==> src/rtl/cfetch_pkg.sv <==
// cfetch_pkg: shared types and helpers for the compressed-fetch controller.
//   - Field widths of the three instruction fields (opcode / rs-rd / funct).
//   - Field slice (unpack_fields) and reassembly (pack_fields) helpers.
//   - Capture-stage state encoding and the fill-queue entry layout.
package cfetch_pkg;

  // Bit widths of the raw instruction fields.
  localparam int F1_W = 7;   // inst[6:0]
  localparam int F2_W = 15;  // {inst[24:15], inst[11:7]}
  localparam int F3_W = 10;  // {inst[31:25], inst[14:12]}

  // Key width for the default parameter set (3 + 8 + 5).
  localparam int DEF_CW = 16;

  typedef struct packed {
    logic [F3_W-1:0] f3;
    logic [F2_W-1:0] f2;
    logic [F1_W-1:0] f1;
  } fields_t;

  // One fill-queue entry at the default key width.
  typedef struct packed {
    logic [31:0]       addr;
    logic [DEF_CW-1:0] key;
  } fill_entry_t;

  // Capture stage: a single valid bit expressed as a two-state FSM.
  typedef enum logic {
    CAP_IDLE   = 1'b0,
    CAP_LOOKUP = 1'b1
  } cap_state_e;

  function automatic fields_t unpack_fields(input logic [31:0] inst);
    fields_t f;
    f.f1 = inst[6:0];
    f.f2 = {inst[24:15], inst[11:7]};
    f.f3 = {inst[31:25], inst[14:12]};
    return f;
  endfunction

  function automatic logic [31:0] pack_fields(input fields_t f);
    return {f.f3[9:3], f.f2[14:5], f.f3[2:0], f.f2[4:0], f.f1};
  endfunction

endpackage

==> src/rtl/cfetch_fill_fifo.sv <==
// cfetch_fill_fifo: fill queue between the encode lookup and the compressed
// cache fill port.
//   clk, reset      : clock, synchronous active-high reset (clears pointers/count)
//   push, push_addr, push_key : enqueue request (ignored when full without pop)
//   pop             : dequeue request (ignored when empty)
//   head_addr, head_key : oldest entry, combinational from the read pointer
//   empty, full     : derived from the occupancy count
//   cmp_addr, cmp_match : per-entry "valid and address equal" flags
module cfetch_fill_fifo #(
  parameter int DEPTH = 4,
  parameter int KEY_W = 16
) (
  input  logic              clk,
  input  logic              reset,
  input  logic              push,
  input  logic [31:0]       push_addr,
  input  logic [KEY_W-1:0]  push_key,
  input  logic              pop,
  output logic [31:0]       head_addr,
  output logic [KEY_W-1:0]  head_key,
  output logic              empty,
  output logic              full,
  input  logic [31:0]       cmp_addr,
  output logic [DEPTH-1:0]  cmp_match
);

  localparam int PTR_W = $clog2(DEPTH);

  logic [PTR_W-1:0] wr_ptr_q, wr_ptr_d;
  logic [PTR_W-1:0] rd_ptr_q, rd_ptr_d;
  logic [PTR_W:0]   count_q, count_d;

  logic [31:0]      addr_mem [DEPTH];
  logic [KEY_W-1:0] key_mem  [DEPTH];

  logic push_eff;
  logic pop_eff;

  assign empty    = (count_q == '0);
  assign full     = (count_q == (PTR_W+1)'(DEPTH));
  assign pop_eff  = pop & ~empty;
  // A push into a full queue is legal when the head leaves in the same cycle.
  assign push_eff = push & (~full | pop_eff);

  assign head_addr = addr_mem[rd_ptr_q];
  assign head_key  = key_mem[rd_ptr_q];

  // DEPTH is a power of two, so pointer wrap is plain overflow.
  always_comb begin
    wr_ptr_d = wr_ptr_q;
    rd_ptr_d = rd_ptr_q;
    count_d  = count_q;
    if (push_eff) wr_ptr_d = wr_ptr_q + 1'b1;
    if (pop_eff)  rd_ptr_d = rd_ptr_q + 1'b1;
    case ({push_eff, pop_eff})
      2'b10:   count_d = count_q + 1'b1;
      2'b01:   count_d = count_q - 1'b1;
      default: count_d = count_q;
    endcase
  end

  always_ff @(posedge clk) begin
    if (reset) begin
      wr_ptr_q <= '0;
      rd_ptr_q <= '0;
      count_q  <= '0;
    end else begin
      wr_ptr_q <= wr_ptr_d;
      rd_ptr_q <= rd_ptr_d;
      count_q  <= count_d;
    end
  end

  // Storage carries no reset; validity comes from the pointers and count.
  always_ff @(posedge clk) begin
    if (push_eff) begin
      addr_mem[wr_ptr_q] <= push_addr;
      key_mem[wr_ptr_q]  <= push_key;
    end
  end

  // An entry is live when its distance from the read pointer is below count.
  genvar gi;
  generate
    for (gi = 0; gi < DEPTH; gi++) begin : g_cmp
      logic [PTR_W-1:0] offs;
      logic             live;
      assign offs          = PTR_W'(gi) - rd_ptr_q;
      assign live          = ({1'b0, offs} < count_q);
      assign cmp_match[gi] = live & (addr_mem[gi] == cmp_addr);
    end
  endgenerate

endmodule

==> src/rtl/cfetch_controller.sv <==
// cfetch_controller: instruction-fetch controller in front of a regular
// icache and a compressed icache backed by a three-field dictionary.
//   clk, reset        : clock, synchronous active-high reset
//   comp_en           : enables compressed lookup and fill capture
//   ctr_*             : saturating event counters (icache hit, compressed hit,
//                       fill issued, fill dropped for a full queue)
//   proc_*            : core fetch port (response is combinational)
//   ic_*              : regular icache request/response
//   cc_valid/addr/ready/rdata : compressed cache lookup
//   cc_fill_*         : compressed cache fill, driven from the fill queue head
//   dict_key/dict_inst: dictionary decode (combinational)
//   dict_enc_*        : dictionary encode (combinational)
module cfetch_controller
  import cfetch_pkg::*;
#(
  parameter int F1_IDX_W   = 3,
  parameter int F2_IDX_W   = 8,
  parameter int F3_IDX_W   = 5,
  parameter int FILL_DEPTH = 4,
  parameter int CTR_W      = 16
) (
  input  logic                                   clk,
  input  logic                                   reset,
  input  logic                                   comp_en,
  output logic [CTR_W-1:0]                       ctr_ic_hit,
  output logic [CTR_W-1:0]                       ctr_cc_hit,
  output logic [CTR_W-1:0]                       ctr_fill,
  output logic [CTR_W-1:0]                       ctr_drop,
  input  logic                                   proc_valid,
  input  logic [31:0]                            proc_addr,
  output logic                                   proc_ready,
  output logic [31:0]                            proc_rdata,
  output logic                                   ic_valid,
  output logic [31:0]                            ic_addr,
  input  logic                                   ic_ready,
  input  logic [31:0]                            ic_rdata,
  output logic                                   cc_valid,
  output logic [31:0]                            cc_addr,
  input  logic                                   cc_ready,
  input  logic [F1_IDX_W+F2_IDX_W+F3_IDX_W-1:0]  cc_rdata,
  output logic                                   cc_fill_valid,
  output logic [31:0]                            cc_fill_addr,
  output logic [F1_IDX_W+F2_IDX_W+F3_IDX_W-1:0]  cc_fill_key,
  input  logic                                   cc_fill_ready,
  output logic [F1_IDX_W+F2_IDX_W+F3_IDX_W-1:0]  dict_key,
  input  logic [31:0]                            dict_inst,
  output logic [31:0]                            dict_enc_inst,
  input  logic                                   dict_enc_hit,
  input  logic [F1_IDX_W+F2_IDX_W+F3_IDX_W-1:0]  dict_enc_key
);

  localparam int CW    = F1_IDX_W + F2_IDX_W + F3_IDX_W;
  localparam int N_CTR = 4;

  // Fetch fan-out and combinational response.
  logic cc_hit;
  assign cc_hit     = cc_ready & comp_en;
  assign ic_valid   = proc_valid;
  assign ic_addr    = proc_addr;
  assign cc_valid   = proc_valid & comp_en;
  assign cc_addr    = proc_addr;
  assign dict_key   = cc_rdata;
  assign proc_ready = ic_ready | cc_hit;

  always_comb begin
    proc_rdata = 32'h0;
    if (ic_ready)    proc_rdata = ic_rdata;
    else if (cc_hit) proc_rdata = dict_inst;
  end

  // Capture stage: only icache hits that missed the compressed cache are
  // candidates for compression.
  cap_state_e  cap_state_q, cap_state_d;
  logic [31:0] cap_addr_q, cap_addr_d;
  logic [31:0] cap_inst_q, cap_inst_d;
  logic        cap_cond;
  logic        cap_vld;

  assign cap_cond = ic_ready & ~cc_ready & comp_en;
  assign cap_vld  = (cap_state_q == CAP_LOOKUP);

  always_comb begin
    cap_state_d = CAP_IDLE;
    cap_addr_d  = cap_addr_q;
    cap_inst_d  = cap_inst_q;
    if (cap_cond) begin
      cap_state_d = CAP_LOOKUP;
      cap_addr_d  = ic_addr;
      cap_inst_d  = ic_rdata;
    end
  end

  always_ff @(posedge clk) begin
    if (reset) begin
      cap_state_q <= CAP_IDLE;
      cap_addr_q  <= '0;
      cap_inst_q  <= '0;
    end else begin
      cap_state_q <= cap_state_d;
      cap_addr_q  <= cap_addr_d;
      cap_inst_q  <= cap_inst_d;
    end
  end

  // Lookup stage and fill queue.
  logic                  fifo_empty;
  logic                  fifo_full;
  logic [FILL_DEPTH-1:0] dup_match;
  logic                  enc_ok;
  logic                  fill_push;
  logic                  fill_pop;
  logic                  fill_drop;

  assign dict_enc_inst = cap_vld ? cap_inst_q : 32'h0;
  // Duplicates are discarded before the full check, so they never count as drops.
  assign enc_ok        = cap_vld & dict_enc_hit & ~(|dup_match);
  assign fill_pop      = cc_fill_valid & cc_fill_ready;
  assign fill_push     = enc_ok & (~fifo_full | fill_pop);
  assign fill_drop     = enc_ok & fifo_full & ~fill_pop;
  assign cc_fill_valid = ~fifo_empty;

  cfetch_fill_fifo #(
    .DEPTH (FILL_DEPTH),
    .KEY_W (CW)
  ) u_fill_fifo (
    .clk       (clk),
    .reset     (reset),
    .push      (fill_push),
    .push_addr (cap_addr_q),
    .push_key  (dict_enc_key),
    .pop       (fill_pop),
    .head_addr (cc_fill_addr),
    .head_key  (cc_fill_key),
    .empty     (fifo_empty),
    .full      (fifo_full),
    .cmp_addr  (cap_addr_q),
    .cmp_match (dup_match)
  );

  // Saturating event counters: 0 icache hit, 1 compressed hit, 2 fill, 3 drop.
  logic [N_CTR-1:0]       ctr_ev;
  logic [N_CTR*CTR_W-1:0] ctr_all;

  assign ctr_ev = {fill_drop, fill_pop, cc_hit & ~ic_ready, ic_ready};

  genvar gi;
  generate
    for (gi = 0; gi < N_CTR; gi++) begin : g_ctr
      logic [CTR_W-1:0] cnt_q, cnt_d;
      always_comb begin
        cnt_d = cnt_q;
        if (ctr_ev[gi] && (cnt_q != {CTR_W{1'b1}})) cnt_d = cnt_q + 1'b1;
      end
      always_ff @(posedge clk) begin
        if (reset) cnt_q <= '0;
        else       cnt_q <= cnt_d;
      end
      assign ctr_all[gi*CTR_W +: CTR_W] = cnt_q;
    end
  endgenerate

  assign ctr_ic_hit = ctr_all[0*CTR_W +: CTR_W];
  assign ctr_cc_hit = ctr_all[1*CTR_W +: CTR_W];
  assign ctr_fill   = ctr_all[2*CTR_W +: CTR_W];
  assign ctr_drop   = ctr_all[3*CTR_W +: CTR_W];

endmodule

==> config.mk <==
export PLATFORM = sky130hd
export DESIGN_NAME = cfetch_controller
export DESIGN_NICKNAME = d
export VERILOG_FILES = /design/src/rtl/cfetch_pkg.sv /design/src/rtl/cfetch_fill_fifo.sv /design/src/rtl/cfetch_controller.sv
export SDC_FILE = /design/constraint.sdc
export NUM_CORES = 1
export LEC_CHECK = 0
export BUFFER_PORTS_ARGS = -buffer_cell sky130_fd_sc_hd__buf_2
export CORE_AREA = 4 4 169 171
export DETAILED_ROUTE_END_ITERATION = 8
export DIE_AREA = 0 0 173 175
export GPL_TIMING_DRIVEN = 0
export PLACE_DENSITY = 0.82
export SYNTH_ARGS = -nofsm -noshare
export SYNTH_HDL_FRONTEND = slang
export SYNTH_HIERARCHICAL = 1
export SYNTH_SLANG_ARGS = --single-unit
==> constraint.sdc <==
create_clock -name clk -period 7.3 [get_ports clk]
set_clock_uncertainty 0.15 [all_clocks]
set_input_delay 0.73 -clock clk [delete_from_list [all_inputs] [get_ports clk]]
set_output_delay 0.73 -clock clk [all_outputs]
set_load 0.05 [all_outputs]
==> impl_results.md <==
- Count leader, synth: edfxtp_1
- CP arrival: 4.27 ns
- Skew-Pair Late Insertion Delay: 0.52 ns
- Fraction of layout cells with a size suffix above 1: about a third
- Main synth FF type: edfxtp_1
- Crit Path Max Fanout: 27
- # clock sinks: 330
- EDFF count, synth: between 150 and 200
- Final setup viols: 0
- Pin count of the biggest net entering global routing: 33
- DIE AREA: 30,300 um^2
- Worst reg-to-reg path cell count: 13
- Fmax: approximately 240 MHz
- Cell count after placement: 2,025
- Post-route DRC: 0
- Setup TNS: 0 ns
- Syn nets: 1,450
- Number of diodes: 0
- Fill count: about 1,900
- CTS tree: yes
- Pre-CTS setup slack: 3.25 ns
- RSZ-0062 raised after global routing: false
- Top cell by count, worst path: a21oi_1
- Pwr/cell area: 225 nW/um^2
- Mapped Cells: 1,301
- H-tree Lvls: 2
- Slew margin rel.: between 30% and 40%
- Min Tclk post-route: 4.21 ns
- Final non-filler cell total: 2,091
- Worst Tran Pin Value: 0.909 ns
- Status: finished clean
- Final hold violation count: 0
- PnR worst setup slack: around 3 ns
- Critical Path, Cell by Cell: inv_1 > ha_1 > a21oi_1 > nor2_1 > o211ai_1 > nor4_1 > nor4_2 > nand2_1 > a21oi_1 > buf_2 > a21boi_4 > and2_2 > buf_12
- Inserted Clock Buffers: 36
- Global route total overflow: 0
- YS warnings: 6
- FF+latch count, synth: 330
- Post-synthesis cell area: 15,400 um^2
- Row count: 60
- Worst-path clk slew: about 0.06 ns
- CTS Buffer Depth: 3
- Post-CTS Setup Inserts: 0
- Routed Antenna Nets: 0
- Wirelength, routed: between 40 and 50 mm
- RR Startpoint: u_fill_fifo/count_q[1]
- RePlAce Congestion: 0.947
- Die Ht: 175 um
- Area leader, netlist: edfxtp_1
- Core ar.: 26,900 um^2
- Starting Density: between 50% and 60%
- R2r endpoint: u_fill_fifo/addr_mem[0][23]
- Syn_area_per_cell: 11.9 um^2
- Area share of the largest cell type after synthesis: between 30% and 40%
- First-pass GRT wire length: 67.9 mm
- CTS Hold Buffers Added: 0
- GRT Overall Usage: between 20% and 30%
- Synth cell types: 62
- Critical Path End: u_fill_fifo/addr_mem[0][23]
- Max cap viols: 0
- Leakage: 7.69 nW
- Routed WL per cell: 21.3 um
- Reg2Reg Setup Slack: 3.09 ns
- Crit path required time: 7.36 ns
- Crit. End Element: register
- Number of nets in the layout: 1,871
- Post-CTS sizing: 0
- Top post-synthesis cells by area: edfxtp_1 37%, dfxtp_1 18%, mux4_2 7.0%
- Area delta synth->final: 23.9%
- Kind of critical path: register to register
- Crit share post-route: 57.7%
- Tightest Hold Check Type: input pin to register
- Crit path from: u_fill_fifo/count_q[1]
- PortBufs: approximately 380
- Delay-heaviest family, CP: simple AND/OR/NAND/NOR gates
- Vias per std cell: 5.71
- Slew Limit Fails: 0
- DRT Pass-1 Iters: 6
- WP buf/inv: 3
- Via count: around 12,000
- Die X-Extent: 173 um
- Clock tree root buffer cell: clkbuf_16
- Worst IR Drop VDD: roughly 0.00014 V
- WP depth: 13
- # IOs: around 400
- Slowest-stage cell, CP: and2_2
- Commonest cells in the netlist: 192 x edfxtp_1, 151 x nand2_1, 138 x dfxtp_1, 112 x xor2_1, 84 x buf_4
- Initial DRC Count: slightly below 1,000
- Sequential share of the synthesized area: 55.3%
- Vias in the first global route: 11,800
- Fraction of registers with async set/reset: 0%
- CP max stage delay: roughly 0.72 ns
- Critical Path Source Type: register
- Hpwl dp: 32.9 mm
- Initial antenna violation count: 2
metal layers:
metal  global-route usage, %  up-vias  wire, um
met2                    49.1      649     22100
met1                    35.6     5723     17200
met5                       0        -        21
met4                    8.78        4      1380
met3                    7.01       99      3810
li1                        -     5461         -
sequential cells by signal, indices dropped and copies added, names as in the netlist, 2 cells and up, named ones only:
name	cells
cap_addr_q	32
ctr_drop	16
u_fill_fifo/addr_mem	128
u_fill_fifo/count_q	3
ctr_fill	16
u_fill_fifo/rd_ptr_q	2
ctr_ic_hit	16
u_fill_fifo/wr_ptr_q	2
u_fill_fifo/key_mem	64
ctr_cc_hit	16
cap_inst_q	32
report_power, final:
| part | switching (mW) | leakage [nW] | internal [mW] | total, mW |
|---|---|---|---|---|
| Clock | 0.742 | 0.620 | 1.18 | 1.92 |
| Sequential | 0.0242 | 2.89 | 1.98 | 2.00 |
| Combinational | 0.260 | 4.17 | 0.115 | 0.375 |
| Total | 1.03 | 7.69 | 3.27 | 4.30 |
layout by cell type (no fill, tap or decap), types with 3 or more instances in the layout:
cell type,count
buf_2,385
edfxtp_1,192
nand2_1,151
dfxtp_1,138
xor2_1,112
buf_4,84
a21oi_1,83
nor2_1,74
xnor2_1,67
clkbuf_1,49
mux4_2,48
and2_1,38
clkbuf_16,38
nor4_1,34
a22o_1,32
nand4_1,28
nand3_1,21
inv_1,16
ha_1,12
nor3_1,11
a211oi_1,10
mux2i_1,8
and3_1,8
o211ai_1,8
o21ai_0,7
clkinv_2,7
and4_1,5
a31oi_1,5
clkbuf_8,5
clkinvlp_4,5
bufinv_16,5
nand2b_1,4
a2111oi_1,4
and2_2,4
buf_12,4
or2_2,3
or3_1,3
per-stage QoR:
| step | hold WS, ns | area [um^2] | util [%] | power (mW) |
|---|---|---|---|---|
| 4_1_cts | 0.254 | 19100 | 71.1 | 4.33 |
| 2_1_floorplan | 0.282 | 15400 | - | 2.29 |
| 3_3_place_gp | 0.289 | 17700 | 66.0 | 2.41 |
| 6_report | 0.272 | 19100 | 71.1 | 4.30 |
| 5_1_grt | 0.267 | 19100 | 71.1 | 4.42 |
| 3_5_place_dp | 0.292 | 17800 | 66.4 | 2.41 |
cells by family after synthesis:
| logic type | synth area share, % |
|---|---|
| buffers and inverters | 5.99 |
| AO/OA/AOI/OAI | 6.98 |
| multiplexers | 7.63 |
| adder cells (fa/ha/maj) | 1.10 |
| AND/OR/NAND/NOR | 12.8 |
| XOR/XNOR | 10.2 |
| flip-flops | 55.3 |
worst min-delay path by stage:
stage	from	to	slack, ns	cells past startpoint
after floorplan	cap_inst_q[0]	cap_inst_q[0]	0.28	2
after global placement	cap_inst_q[11]	cap_inst_q[11]	0.29	2
after detailed placement	cap_inst_q[16]	cap_inst_q[16]	0.29	2
after CTS	dict_enc_key[8]	u_fill_fifo/key_mem[1][8]	0.25	1
after global routing	dict_enc_key[8]	u_fill_fifo/key_mem[3][8]	0.27	1
final	dict_enc_key[8]	u_fill_fifo/key_mem[1][8]	0.27	1
final cells by class:
class / count / area (um^2) / area share (%)
clock inverters: 21 / 253 / 1.32
well taps: 341 / 427 / 2.23
flip-flops and latches: 330 / 8530 / 44.6
multi-input cells: 815 / 5980 / 31.3
repair buffers: 383 / 1980 / 10.3
plain buffers: 140 / 863 / 4.52
inverters: 16 / 60.1 / 0.314
clock buffers: 45 / 1030 / 5.37
(Power assumes the default switching activity.)
